`config.mk`:
```
export PLATFORM = sky130hd
export DESIGN_NAME = wb_stage
export DESIGN_NICKNAME = d
export VERILOG_FILES = /design/src/rtl/wb_stage.sv
export SDC_FILE = /design/constraint.sdc
export NUM_CORES = 1
export LEC_CHECK = 0
export CAP_MARGIN = 0
export CORE_MARGIN = 1.5
export CORE_UTILIZATION = 30
export DETAILED_ROUTE_END_ITERATION = 10
export PLACE_DENSITY = 0.62
export SLEW_MARGIN = 20
export SYNTH_ARGS = -nofsm -noshare
export SYNTH_HDL_FRONTEND = slang
export SYNTH_SLANG_ARGS = --single-unit
```
`constraint.sdc`:
```
create_clock -name clk -period 1.9 [get_ports clk]
set_clock_uncertainty 0.15 [all_clocks]
set_input_delay 0.19 -clock clk [delete_from_list [all_inputs] [get_ports clk]]
set_output_delay 0.19 -clock clk [all_outputs]
set_load 0.01 [all_outputs]
```
`src/rtl/wb_stage.sv`:
```
// Write-back stage: registers the MEM result, aligns and extends loads,
// and shares the register-file write port with a buffered long-latency unit.
module wb_stage #(
    parameter int DATA_W     = 32,
    parameter int ADDR_W     = 5,
    parameter int STARVE_MAX = 4
) (
    input  logic              clk,
    input  logic              rst,
    input  logic              stall,
    input  logic              flush,
    input  logic              mem_valid,
    input  logic              mem_reg_write,
    input  logic              mem_mem_to_reg,
    input  logic [ADDR_W-1:0] mem_rd,
    input  logic [DATA_W-1:0] mem_alu_result,
    input  logic [DATA_W-1:0] mem_load_data,
    input  logic [1:0]        mem_load_size,
    input  logic              mem_load_unsigned,
    input  logic              lu_valid,
    output logic              lu_ready,
    input  logic [ADDR_W-1:0] lu_rd,
    input  logic [DATA_W-1:0] lu_data,
    output logic              stall_req,
    output logic              regWrite,
    output logic [ADDR_W-1:0] write_addr,
    output logic [DATA_W-1:0] write_data
);

    localparam logic [3:0] STARVE_LIM = 4'(STARVE_MAX);

    logic              reg_write_q, reg_write_d;
    logic [ADDR_W-1:0] write_addr_q, write_addr_d;
    logic [DATA_W-1:0] write_data_q, write_data_d;
    logic              hold_valid_q, hold_valid_d;
    logic [ADDR_W-1:0] hold_rd_q, hold_rd_d;
    logic [DATA_W-1:0] hold_data_q, hold_data_d;
    logic [3:0]        cnt_q, cnt_d;

    logic [1:0]        off;
    logic [7:0]        byte_sel;
    logic [15:0]       half_sel;
    logic              ext_bit;
    logic [DATA_W-1:0] load_val;
    logic [DATA_W-1:0] p_data;
    logic              p_valid;
    logic              drain;
    logic              lu_take;

    assign lu_ready  = ~hold_valid_q & ~rst;
    assign stall_req = hold_valid_q & (cnt_q == STARVE_LIM);

    assign regWrite   = reg_write_q;
    assign write_addr = write_addr_q;
    assign write_data = write_data_q;

    always_comb begin
        off      = mem_alu_result[1:0];
        byte_sel = mem_load_data[{off, 3'b000} +: 8];
        half_sel = off[1] ? mem_load_data[31:16] : mem_load_data[15:0];
        ext_bit  = 1'b0;
        load_val = mem_load_data;
        unique case (mem_load_size)
            2'b00: begin
                ext_bit  = ~mem_load_unsigned & byte_sel[7];
                load_val = {{(DATA_W-8){ext_bit}}, byte_sel};
            end
            2'b01: begin
                ext_bit  = ~mem_load_unsigned & half_sel[15];
                load_val = {{(DATA_W-16){ext_bit}}, half_sel};
            end
            default: load_val = mem_load_data;
        endcase
        p_data = mem_mem_to_reg ? load_val : mem_alu_result;
    end

    assign p_valid = ~stall & ~flush & ~stall_req & mem_valid
                   & mem_reg_write & (mem_rd != '0);

    // lu_rd == 0 is consumed but never buffered, so r0 is never written
    assign lu_take = lu_valid & lu_ready & (lu_rd != '0);

    always_comb begin
        reg_write_d  = 1'b0;
        write_addr_d = write_addr_q;
        write_data_d = write_data_q;
        hold_valid_d = hold_valid_q;
        hold_rd_d    = hold_rd_q;
        hold_data_d  = hold_data_q;
        drain        = 1'b0;
        if (stall_req) begin
            drain = 1'b1;
        end else if (p_valid) begin
            reg_write_d  = 1'b1;
            write_addr_d = mem_rd;
            write_data_d = p_data;
        end else if (hold_valid_q) begin
            drain = 1'b1;
        end
        if (drain) begin
            reg_write_d  = 1'b1;
            write_addr_d = hold_rd_q;
            write_data_d = hold_data_q;
            hold_valid_d = 1'b0;
        end
        if (lu_take) begin
            hold_valid_d = 1'b1;
            hold_rd_d    = lu_rd;
            hold_data_d  = lu_data;
        end
        if (hold_valid_q && !drain) begin
            cnt_d = (cnt_q == STARVE_LIM) ? cnt_q : cnt_q + 4'd1;
        end else begin
            cnt_d = 4'd0;
        end
    end

    always_ff @(posedge clk) begin
        if (rst) begin
            reg_write_q  <= 1'b0;
            write_addr_q <= '0;
            write_data_q <= '0;
            hold_valid_q <= 1'b0;
            hold_rd_q    <= '0;
            hold_data_q  <= '0;
            cnt_q        <= 4'd0;
        end else begin
            reg_write_q  <= reg_write_d;
            write_addr_q <= write_addr_d;
            write_data_q <= write_data_d;
            hold_valid_q <= hold_valid_d;
            hold_rd_q    <= hold_rd_d;
            hold_data_q  <= hold_data_d;
            cnt_q        <= cnt_d;
        end
    end

endmodule
```
==> metrics.md, run 1 <==
| Metric | Value |
|---|---|
| NumNets Final | between 700 and 800 |
| Worst R2R Setup Slack | -60 ps |
| Via density | approximately 5.3 |
| Ys Warns | 0 |
| Violated checks | setup timing |
| Req. time, crit path | ~2000 ps |
| Period minus WS final | 1960 ps |
| Fin. max-slew vios | 0 |
| Startpoint Class | flop |
| Max Fanout on Critical Path | 7 |
| CTS root buffer | clkbuf_16 |
| EDFF count, synth | 0 |
| Yosys reg bits | 80 |
| CTS buffer count | 9 |
| Final Power | roughly 0.0048 W |
| Synth Flop Type | dfxtp_1 |
| Row count | 42 |
| Tot GR Track Use | roughly 21% |
| Global route overflow | 0 |
| Post-layout util | between 50 and 60% |
| CP endpoint | write_data[2]$_SDFFE_PP0P_ |
| Fin crit share | 103% |
| Slew headroom | a little over two thirds |
| Sequential cell area fraction in the yosys report | about two fifths |
| Hold WS | around 120 ps |
| Placed Cells | just over 800 |
| Worst vdd rail ir drop | slightly below 0.0005 V |
| Combinational power share | 26.5% |
| Post-Place Cell Area | between 6000 and 7000 µm² |
| RR Startpoint | cnt_q[1]$_SDFFE_PP0P_ |
| Fmax | between 500 and 600 MHz |
| Clock power share | 33.8% |
| Worst-path clk slew | 60 ps |
| Routed via count | 4481 |
| Port bufs | between 150 and 200 |
| Layout cells sized above 1 | 22.1% |
| Core Region | around 13000 µm² |
| Leak Pwr | ~2.5 nW |
| RD Place Congestion | between 0.8 and 0.9 |
| Max Cap Viol | 0 |
| Pwr Density | between 600 and 700 nW/µm² |
| Clk sink count | 80 |
| Setup Crit Path Kind | flop to flop |
| Run status | complete, but fails checks |
| Seq pwr share | 39.7% |
| Global-route wire length before repair | between 20 and 25 mm |
| Critical Path AT | 2040 ps |
| Cell taking the most area after synthesis | dfxtp_1 |
| Die W | around 120 µm |
| Post-Syn Instances | 481 |
| Library cells used by synthesis | 57 |
| Antenna-violating nets left | 0 |
| Hold WC Path Type | primary input to flop |
| Drt first-iter violations | approximately 310 |
| RSZ-0062 raised after global routing | yes |
| Syn-to-layout area delta | 68.2% |
| DRT Wirelength | about 16 mm |
| Post-synth ARST share | 0% |
| Design area | around 6800 µm² |
| Worst setup EP type | flop |
| First-pass DRT Iterations | 5 |
| Final worst slack | -57.7 ps |
| Area share of the leading cell type in the synthesized netlist | between 30% and 40% |
| Cell Area, Synth | roughly 4000 µm² |
| Wire per inst | 18.4 µm |
| Synthesized area per cell | ~8.4 µm² |
| Largest net degree at the start of global routing | 32 |
| Post-layout instance count excluding filler cells | around 850 |
| Initial antenna violation count | 0 |
| I/O pin cnt | roughly 160 |
| Net Sw Frac | ~28% |
| Critical Path Start | cnt_q[1]$_SDFFE_PP0P_ |
| Final hold vios | 0 |
| CTS tree | yes |
| Post-DP HPWL | around 11 mm |
| Clk Latency, worst-skew pair | 330 ps |
| FF-to-FF path depth | 9 |
| Residual DRC | 0 |
| Full die area | approximately 14000 µm² |
| Cell Int Power | roughly 0.0034 W |
| CTS H-tree lvls | 3 |
| Worst r2r dst | write_data[2]$_SDFFE_PP0P_ |
| Longest Clk Path Bufs | 2 |
| Die Ht | between 100 and 150 µm |
| Synth area leaders | dfxtp_1, nand2_1, a21oi_1, mux2i_1, o22ai_1 |
| Final setup fails | 15 |
| Sw power | around 0.0014 W |
| Vias in the first global route | about 4300 |
| Syn Nets | 600 |
| Tightest Pin Transition | about 450 ps |
| Initial Util | between 30% and 40% |
| # diodes | 0 |
worst max-delay path, stage by stage, from the launching register on:
cell and delay (ps):
dfxtp_2 340, inv_2 50, ha_4 150, and3b_1 170, a211o_2 290, buf_6 140, nand2_8 110, buf_12 150
mux2i_2 230, o21ai_1 70
area by class of cell:
cell class                 instances  area, µm²
timing repair buffer             216       2140
tap                              176        220
multi-input combinational        352       2540
clock inverter                     4       28.8
sequential                        80       1600
inverter                           9       33.8
clock buffer                      12        246
fill                            1213       6370
kinds of logic after synthesis:
kind of cell,Yosys count,synth area share (%)
AOI/OAI and AO/OA,184,30.4
and+or+nand+nor,134,14.8
buffers and inverters,50,6.73
muxes,30,7.72
xor gates and xnor gates,1,0.216
adders and majority gates,2,0.617
DFF,80,39.5
flip-flops by register name (all words and copies together), names as in the netlist:
register and count:
hold_data_q 32, write_data 32, hold_rd_q 5, write_addr 5, cnt_q 4, hold_valid_q 1, regWrite 1
synthesized netlist by cell type (2+ instances only):
library cell / instances
inv_1: 8
a21oi_1: 66
a32oi_1: 2
o31ai_1: 9
a31oi_1: 5
buf_2: 14
a211oi_1: 3
o31ai_2: 9
ha_1: 2
buf_6: 6
mux2i_1: 29
nor2_1: 18
dfxtp_1: 80
o21ai_1: 4
buf_4: 3
nor2b_1: 2
nor3_1: 2
o22ai_1: 23
o32a_1: 6
a21o_1: 2
nand2b_1: 2
clkbuf_1: 16
a22oi_1: 7
nand2_1: 93
o21ai_0: 23
nand3_1: 2
o221ai_1: 15
worst min-delay path by stage:
stage                                          start                      endpoint  slack (ps)  depth (start not counted)
after detailed placement  write_addr[3]$_SDFFE_PP0P_    write_addr[3]$_SDFFE_PP0P_         300                          2
after floorplan                          lu_data[30]  hold_data_q[30]$_SDFFE_PP0P_         180                          2
after CTS                                        rst  hold_data_q[30]$_SDFFE_PP0P_         110                          3
after global placement    write_addr[3]$_SDFFE_PP0P_    write_addr[3]$_SDFFE_PP0P_         280                          2
final                                            rst  hold_data_q[30]$_SDFFE_PP0P_         120                          3
after global routing                             rst  hold_data_q[30]$_SDFFE_PP0P_         150                          3
timing repair:
action                     CTS  global route
buffers inserted             1             0
hold buffers                 0             0
setup endpoints to repair   42            48
pin swaps                    5            13
cloned                       2             2
gates resized for setup     29            60
metal layers:
metal / track usage (%) / vias to the layer above / share of wire (%)
met1: 27.2 / 2137 / 43
met3: 3.30 / 28 / 5.5
met4: 6.85 / 0 / 2.3
li1: - / 2141 / -
met5: 0 / - / 0
met2: 34.6 / 175 / 49
metrics by stage:
| stage | worst slack, ps | setup TNS (ps) |
|---|---|---|
| floorplan | 27.6 | 0 |
| global placement | -413 | -20200 |
| detailed placement | -443 | -22920 |
| CTS | -51.3 | -247 |
| global route | -139 | -2130 |
| finish | -57.7 | -331 |
power groups by stage:
stage | clock network [W] | registers (W) | logic [W]
after floorplan | 0 | 0.00192 | 0.000458
after global placement | 0 | 0.00190 | 0.00110
after detailed placement | 0 | 0.00191 | 0.00111
after CTS | 0.00163 | 0.00187 | 0.00115
after global routing | 0.00171 | 0.00191 | 0.00134
final | 0.00161 | 0.00189 | 0.00126
cell usage in the layout, fill, tap and decap left out, types with 2 or more instances in the layout:
cell type	Yosys	routed
a21o_1	2	2
clkbuf_1	16	2
o221ai_4	0	3
inv_1	8	6
a31oi_1	5	4
dfxtp_1	80	78
a32oi_1	2	2
buf_6	6	5
o32a_1	6	6
nor2_1	18	16
nand2_1	93	93
a22oi_1	7	7
o21ai_1	4	17
o22ai_1	23	22
o21ai_2	0	2
inv_2	0	2
buf_4	3	47
a21oi_1	66	60
clkbuf_16	0	11
dfxtp_2	0	2
nand3_1	2	2
nand2b_4	1	2
clkdlybuf4s50_1	0	154
nor2_4	0	2
buf_12	0	5
o31ai_4	0	2
mux2i_1	29	23
clkinvlp_4	0	2
a21oi_2	0	6
o31ai_2	9	11
o21ai_0	23	8
o31ai_1	9	5
mux2i_2	0	5
o221ai_2	1	13
nor2b_1	2	2
a211oi_2	0	2
(Power assumes the default switching activity.)
==> inputs of run 2 (changes only) <==
==> constraint.sdc (replaced) <==
create_clock -name clk -period 1.8 [get_ports clk]
set_clock_uncertainty 0.15 [all_clocks]
set_input_delay 0.18 -clock clk [delete_from_list [all_inputs] [get_ports clk]]
set_output_delay 0.18 -clock clk [all_outputs]
set_load 0.01 [all_outputs]
==> run 2 against run 1 <==
Effect of this change: the run still ends with setup timing left; global-route usage increased by 1.1 points; clock-buffer cell count down 2; non-clock buffer count rose by 19; sequential share of layout area is 1.0 points lower; combinational power grew 12%; cell area rose by 4.7%; critical endpoint is now write_data[24]$_SDFFE_PP0P_; critical path depth is the same.
==> metrics.md, run 2 (synthesized netlist as in run 1, its figures left out) <==
| Metric | Value |
|---|---|
| Setup Crit Path Kind | flop to flop (unchanged) |
| Startpoint Class | flop (unchanged) |
| Req. time, crit path | 1900 ps (was 1980 ps) |
| Final worst slack | -143 ps (was -57.7 ps) |
| Core Region | 13200 µm² (unchanged) |
| CTS buffer count | 9 (unchanged) |
| I/O pin cnt | 157 (unchanged) |
| Die W | 119 µm (unchanged) |
| Clock power share | 36.9% (was 33.8%) |
| Tightest Pin Transition | 400 ps (was 450 ps) |
| Sw power | 0.00147 W (was 0.00135 W) |
| Fin crit share | 108% (was 103%) |
| Max Cap Viol | 0 (unchanged) |
| Fmax | 515 MHz (was 511 MHz) |
| Largest net degree at the start of global routing | 39 (was 32) |
| Hold-fix buffers, CTS | 0 (unchanged) |
| Worst-path clk slew | 60 ps (about the same) |
| Period minus WS final | 1940 ps (was 1960 ps) |
| Max Fanout on Critical Path | 8 (was 7) |
| Die Ht | 119 µm (unchanged) |
| First-pass DRT Iterations | 7 (was 5) |
| Clk sink count | 80 (unchanged) |
| CTS root buffer | clkbuf_16 (unchanged) |
| Antenna-violating nets left | 0 (unchanged) |
| Final setup fails | 40 (was 15) |
| RD Place Congestion | 0.891 (was 0.872) |
| RSZ-0062 raised after global routing | yes (unchanged) |
| Tot GR Track Use | 21.8% (was 20.7%) |
| Initial Util | 30.7% (unchanged) |
| Most frequent cells in the layout | clkdlybuf4s50_1, nand2_1, dfxtp_1, buf_4, a21oi_1 (was clkdlybuf4s50_1, nand2_1, dfxtp_1, a21oi_1, buf_4) |
| Longest Clk Path Bufs | 2 (unchanged) |
| Post-DP HPWL | 11.5 mm (was 11.4 mm) |
| Via density | 5.32 (was 5.28) |
| # diodes | 0 (unchanged) |
| Reg area | 1610 µm² (was 1600 µm²) |
| Vias in the first global route | 4531 (was 4297) |
| Residual DRC | 0 (unchanged) |
| Leak Pwr | 2.74 nW (was 2.53 nW) |
| Filler Cells Inserted | 1217 (was 1213) |
| Clk Latency, worst-skew pair | 340 ps (was 330 ps) |
| Run status | complete, but fails checks (unchanged) |
| Full die area | 14200 µm² (unchanged) |
| Routed via count | 4616 (was 4481) |
| NumNets Final | 806 (was 787) |
| Drt first-iter violations | 266 (was 313) |
| Initial antenna violation count | 0 (unchanged) |
| Layout cells sized above 1 | 25.9% (was 22.1%) |
| Port bufs | 156 (unchanged) |
| CTS H-tree lvls | 3 (unchanged) |
| Row count | 42 (unchanged) |
| Slew headroom | 73.3% (was 69.9%) |
| Hold WC Path Type | primary input to flop (unchanged) |
| CTS tree | yes (unchanged) |
| Combinational power share | 26.2% (was 26.5%) |
| Global route overflow | 0 (unchanged) |
| Global-route wire length before repair | 24.0 mm (was 22.8 mm) |
| Critical Path AT | 2050 ps (was 2040 ps) |
| Cell Int Power | 0.00393 W (was 0.00341 W) |
| Pwr Density | 756 nW/µm² (was 698 nW/µm²) |
| Worst vdd rail ir drop | 0.000470 V (was 0.000486 V) |
| Wire per inst | 19.5 µm (was 18.4 µm) |
| Final hold vios | 0 (unchanged) |
| Multi-input gate area | 2550 µm² (was 2540 µm²) |
| Fin. max-slew vios | 0 (unchanged) |
| Net Sw Frac | 27.2% (was 28.4%) |
| Post-layout instance count excluding filler cells | 868 (was 849) |
| DRT Wirelength | 16.9 mm (was 15.6 mm) |
| Most common cell after layout, fill and taps aside | clkdlybuf4s50_1 (unchanged) |
| Final Power | 0.00540 W (was 0.00476 W) |
| Violated checks | setup timing (unchanged) |
| Worst setup EP type | flop (unchanged) |
| Placed Cells | 841 (was 828) |
| Syn-to-layout area delta | 76.2% (was 68.2%) |
| Seq pwr share | 36.9% (was 39.7%) |
run 2: cell types whose count changed in the layout (fill, tap and decap cells not counted), sizes merged:
cell	change
clkdlybuf4s50	-4
clkinv	+1
bufinv	+2
clkinvlp	-1
clkbuf	+1
dlymetal6s2s	+3
buf	+17
run 2: area by class of cell:
class                           instances  share of cell area (%)
Multi-Input combinational cell        352                    35.8
Clock buffer                           10                    3.35
Inverter                                9                   0.473
Timing Repair Buffer                  235                    33.6
Sequential cell                        80                    22.5
Tap cell                              176                    3.08
Clock inverter                          6                    1.26
run 2: critical path: stages (launching register included):
cell	delay (ps)
dfxtp_2	330
inv_2	40
ha_4	150
and3b_1	160
a211o_2	300
buf_6	140
nand2_8	110
buf_12	120
nand2b_4	130
o31ai_4	210
run 2: worst paths after layout:
kind	cells after the start	endpoint	from	slack, ps
min	2	hold_rd_q[4]$_SDFFE_PP0P_	rst	60
max reg2reg	9	write_data[24]$_SDFFE_PP0P_	cnt_q[1]$_SDFFE_PP0P_	-140
max	9	write_data[24]$_SDFFE_PP0P_	cnt_q[1]$_SDFFE_PP0P_	-140
min reg2reg	2	write_data[7]$_SDFFE_PP0P_	write_data[7]$_SDFFE_PP0P_	300
run 2: power groups by stage:
stage	clock (W)	sequential (W)	combinational [W]
5_1_grt	0.00211	0.00200	0.00149
2_1_floorplan	0	0.00203	0.000489
4_1_cts	0.00203	0.00198	0.00130
3_3_place_gp	0	0.00201	0.00121
3_5_place_dp	0	0.00201	0.00122
6_report	0.00199	0.00199	0.00141
run 2: metal layers:
layer,GRT usage [%],routed length [µm]
met5,0,0
met4,6.70,278
met3,3.07,963
met2,37.1,8110
met1,28.5,7540
run 2: metrics by stage:
step / setup WS [ps] / TNS [ps] / util (%) / area (µm²) / hold slack, ps
6_report: -143 / -3050 / 54.1 / 7140 / 55.1
3_3_place_gp: -473 / -23940 / 47.4 / 6250 / 291
3_5_place_dp: -610 / -26730 / 47.4 / 6250 / 296
4_1_cts: -118 / -3240 / 51.6 / 6810 / 2.63
5_1_grt: -215 / -6370 / 54.1 / 7140 / 62.1
2_1_floorplan: -10.7 / -20.2 / - / 4080 / 166
run 2: repair_timing:
action,in CTS,in global routing
resized for setup,45,50
pin swaps,13,14
endpoints found under the setup margin,44,74
gates cloned,2,6
setup buffers,2,1
==> variant, RTL diff (settings of run 1) <==
Take the reset off `write_data_q` and load it in a clocked block of its own.
--- a/src/rtl/wb_stage.sv
+++ b/src/rtl/wb_stage.sv
@@ -119,7 +119,6 @@
         if (rst) begin
             reg_write_q  <= 1'b0;
             write_addr_q <= '0;
-            write_data_q <= '0;
             hold_valid_q <= 1'b0;
             hold_rd_q    <= '0;
             hold_data_q  <= '0;
@@ -127,7 +126,6 @@
         end else begin
             reg_write_q  <= reg_write_d;
             write_addr_q <= write_addr_d;
-            write_data_q <= write_data_d;
             hold_valid_q <= hold_valid_d;
             hold_rd_q    <= hold_rd_d;
             hold_data_q  <= hold_data_d;
@@ -135,4 +133,8 @@
         end
     end
 
+    always_ff @(posedge clk) begin
+        write_data_q <= write_data_d;
+    end
+
 endmodule
Behaviour: not the same (a bounded check fails within 4 cycles, from zero or initial values and one cycle with rst high).
==> variant against run 1 <==
Synthesized area increased by 4.9%; worst setup slack better by 0.10 ns; final area increased by 0.77%; power increased by 2.0%; combinational power down 14%; synthesized cell count is 1.5% lower; sequential cell count unchanged; routed wire length shrank 2.6%; critical endpoint is now write_data[9]$_DFFE_PP_.
==> variant: results (changes against run 1) <==
| Metric | Value |
|---|---|
| Final wirelength | 15,200 µm (was 15,610 µm) |
| Number of synthesized flops with an enable pin | 32 (was 0) |
| Post-synth cell types | 52 (was 57) |
| Drt wl/cell | 17.76 µm (was 18.39 µm) |
| Max transition margin | 0.7092 (was 0.6989) |
| Peak VDD IR | 0.4529 mV (was 0.4859 mV) |
| Fin nets | 790 (was 787) |
| Vias in the first global route | 4,361 (was 4,297) |
| Cell Area, Placed | 0.006392 mm² (was 0.006083 mm²) |
| Hpwl dp | 11,760 µm (was 11,370 µm) |
| Fillcell total | 1,255 (was 1,213) |
| Status | finished clean (was finished with violations) |
| Crit Reg-Reg Endpoint | write_data[9]$_DFFE_PP_ (was write_data[2]$_SDFFE_PP0P_) |
| Post-Syn Area per Cell | 8.972 µm² (was 8.425 µm²) |
| Layout cells sized above 1 | 0.1953 (was 0.2214) |
| Fin crit share | 0.9779 (was 1.030) |
| Crit path capture | write_data[9]$_DFFE_PP_ (was write_data[2]$_SDFFE_PP0P_) |
| Ys flop type | dfxtp_1 (unchanged) |
| Placer congestion estimate | 0.8862 (was 0.8719) |
| Via Count | 4,407 (was 4,481) |
| First-pass GRT wire length | 22,690 µm (was 22,840 µm) |
| Syn_nets | 593 (was 600) |
| R2R setup slack | 0.04 ns (was -0.06 ns) |
| Ranking of synthesized cells by area | dfxtp_1 (23%), edfxtp_1 (23%), nand2_1 (7.0%) (was dfxtp_1 (40%), nand2_1 (8.6%), a21oi_1 (8.2%)) |
| Hold_ws | 0.2583 ns (was 0.1211 ns) |
| Hold Path Class | in2reg (unchanged) |
| Area grow syn2layout | 61.52% (was 68.20%) |
| Total track usage | 0.1994 (was 0.2072) |
| Inst Count DP | 837 (was 828) |
| Iteration-0 DRC Markers | 326 (was 313) |
| Critical path arrival | 1.80 ns (was 2.04 ns) |
| Crit Path Max Fanout | 5 (was 7) |
| Hold path start | lu_data[28] (was rst) |
| Placement Setup Slack | -0.3486 ns (was -0.4431 ns) |
| List of most frequent post-synthesis cells | nand2_1 (79), a21oi_1 (59), dfxtp_1 (48), edfxtp_1 (32), a31oi_1 (26) (was nand2_1 (93), dfxtp_1 (80), a21oi_1 (66), mux2i_1 (29)) |
| Sequential area share after synthesis | 0.4519 (was 0.3952) |
| Reg2reg path depth | 8 (was 9) |
variant: changes by cell type after synthesis, moves of 8 or more:
cell      change
o221ai_1      -9
o31ai_1       -9
mux2i_1      -14
o31ai_2       -9
dfxtp_1      -32
nand2_1      -14
and3_1       +16
mux2_2       +10
o22ai_1      -22
edfxtp_1     +32
nor3_1       +21
a31oi_1      +21
nand2b_1      +8
variant: cells by family after synthesis:
kind of cell / count (synthesis) / synth area share
flip-flops: 80 / 0.4519
multiplexers: 27 / 0.06884
AO/OA/AOI/OAI: 132 / 0.2007
buffers and inverters: 48 / 0.05707
XOR/XNOR: 1 / 0.002060
adder cells (fa/ha/maj): 2 / 0.005883
AND/OR/NAND/NOR: 184 / 0.2136
variant: worst min-delay path, cell delays in order:
cell	delay [ns]
clkdlybuf4s50_1	0.40
nand2_1	0.06
a21oi_1	0.05
variant: power breakdown:
part | switching [mW] | internal (mW)
Sequential | 0.0540 | 1.91
Combinational | 0.466 | 0.611
Clock | 0.741 | 1.08
Total | 1.26 | 3.60
variant: metal layers:
metal / vias up / global-route usage / part of all wire
met5: - / 0 / 0
met4: 0 / 0.05160 / 0.013
met3: 18 / 0.04120 / 0.061
met2: 162 / 0.3364 / 0.48
met1: 2093 / 0.2601 / 0.45
li1: 2134 / - / -
variant: worst min-delay path by stage:
stage,endpoint,cells past startpoint
floorplan,write_addr[3]$_SDFFE_PP0P_,2
global placement,hold_data_q[12]$_SDFFE_PP0P_,2
detailed placement,hold_data_q[10]$_SDFFE_PP0P_,2
CTS,hold_data_q[14]$_SDFFE_PP0P_,3
global route,hold_data_q[14]$_SDFFE_PP0P_,3
finish,hold_data_q[28]$_SDFFE_PP0P_,3
variant: final cells by class:
type                            instances  share of cell area
Clock inverter                          6             0.01056
Tap cell                              180             0.03279
Inverter                                8            0.004554
Timing Repair Buffer                  226              0.3168
Clock buffer                           10             0.03479
Sequential cell                        80              0.2801
Multi-Input combinational cell        346              0.3204
variant: timing repair:
action	4_1_cts	5_1_grt
resized for setup	10	32
endpoints found under the setup margin	33	33
gates cloned	0	2
setup buffers	1	0
pin swaps	0	5
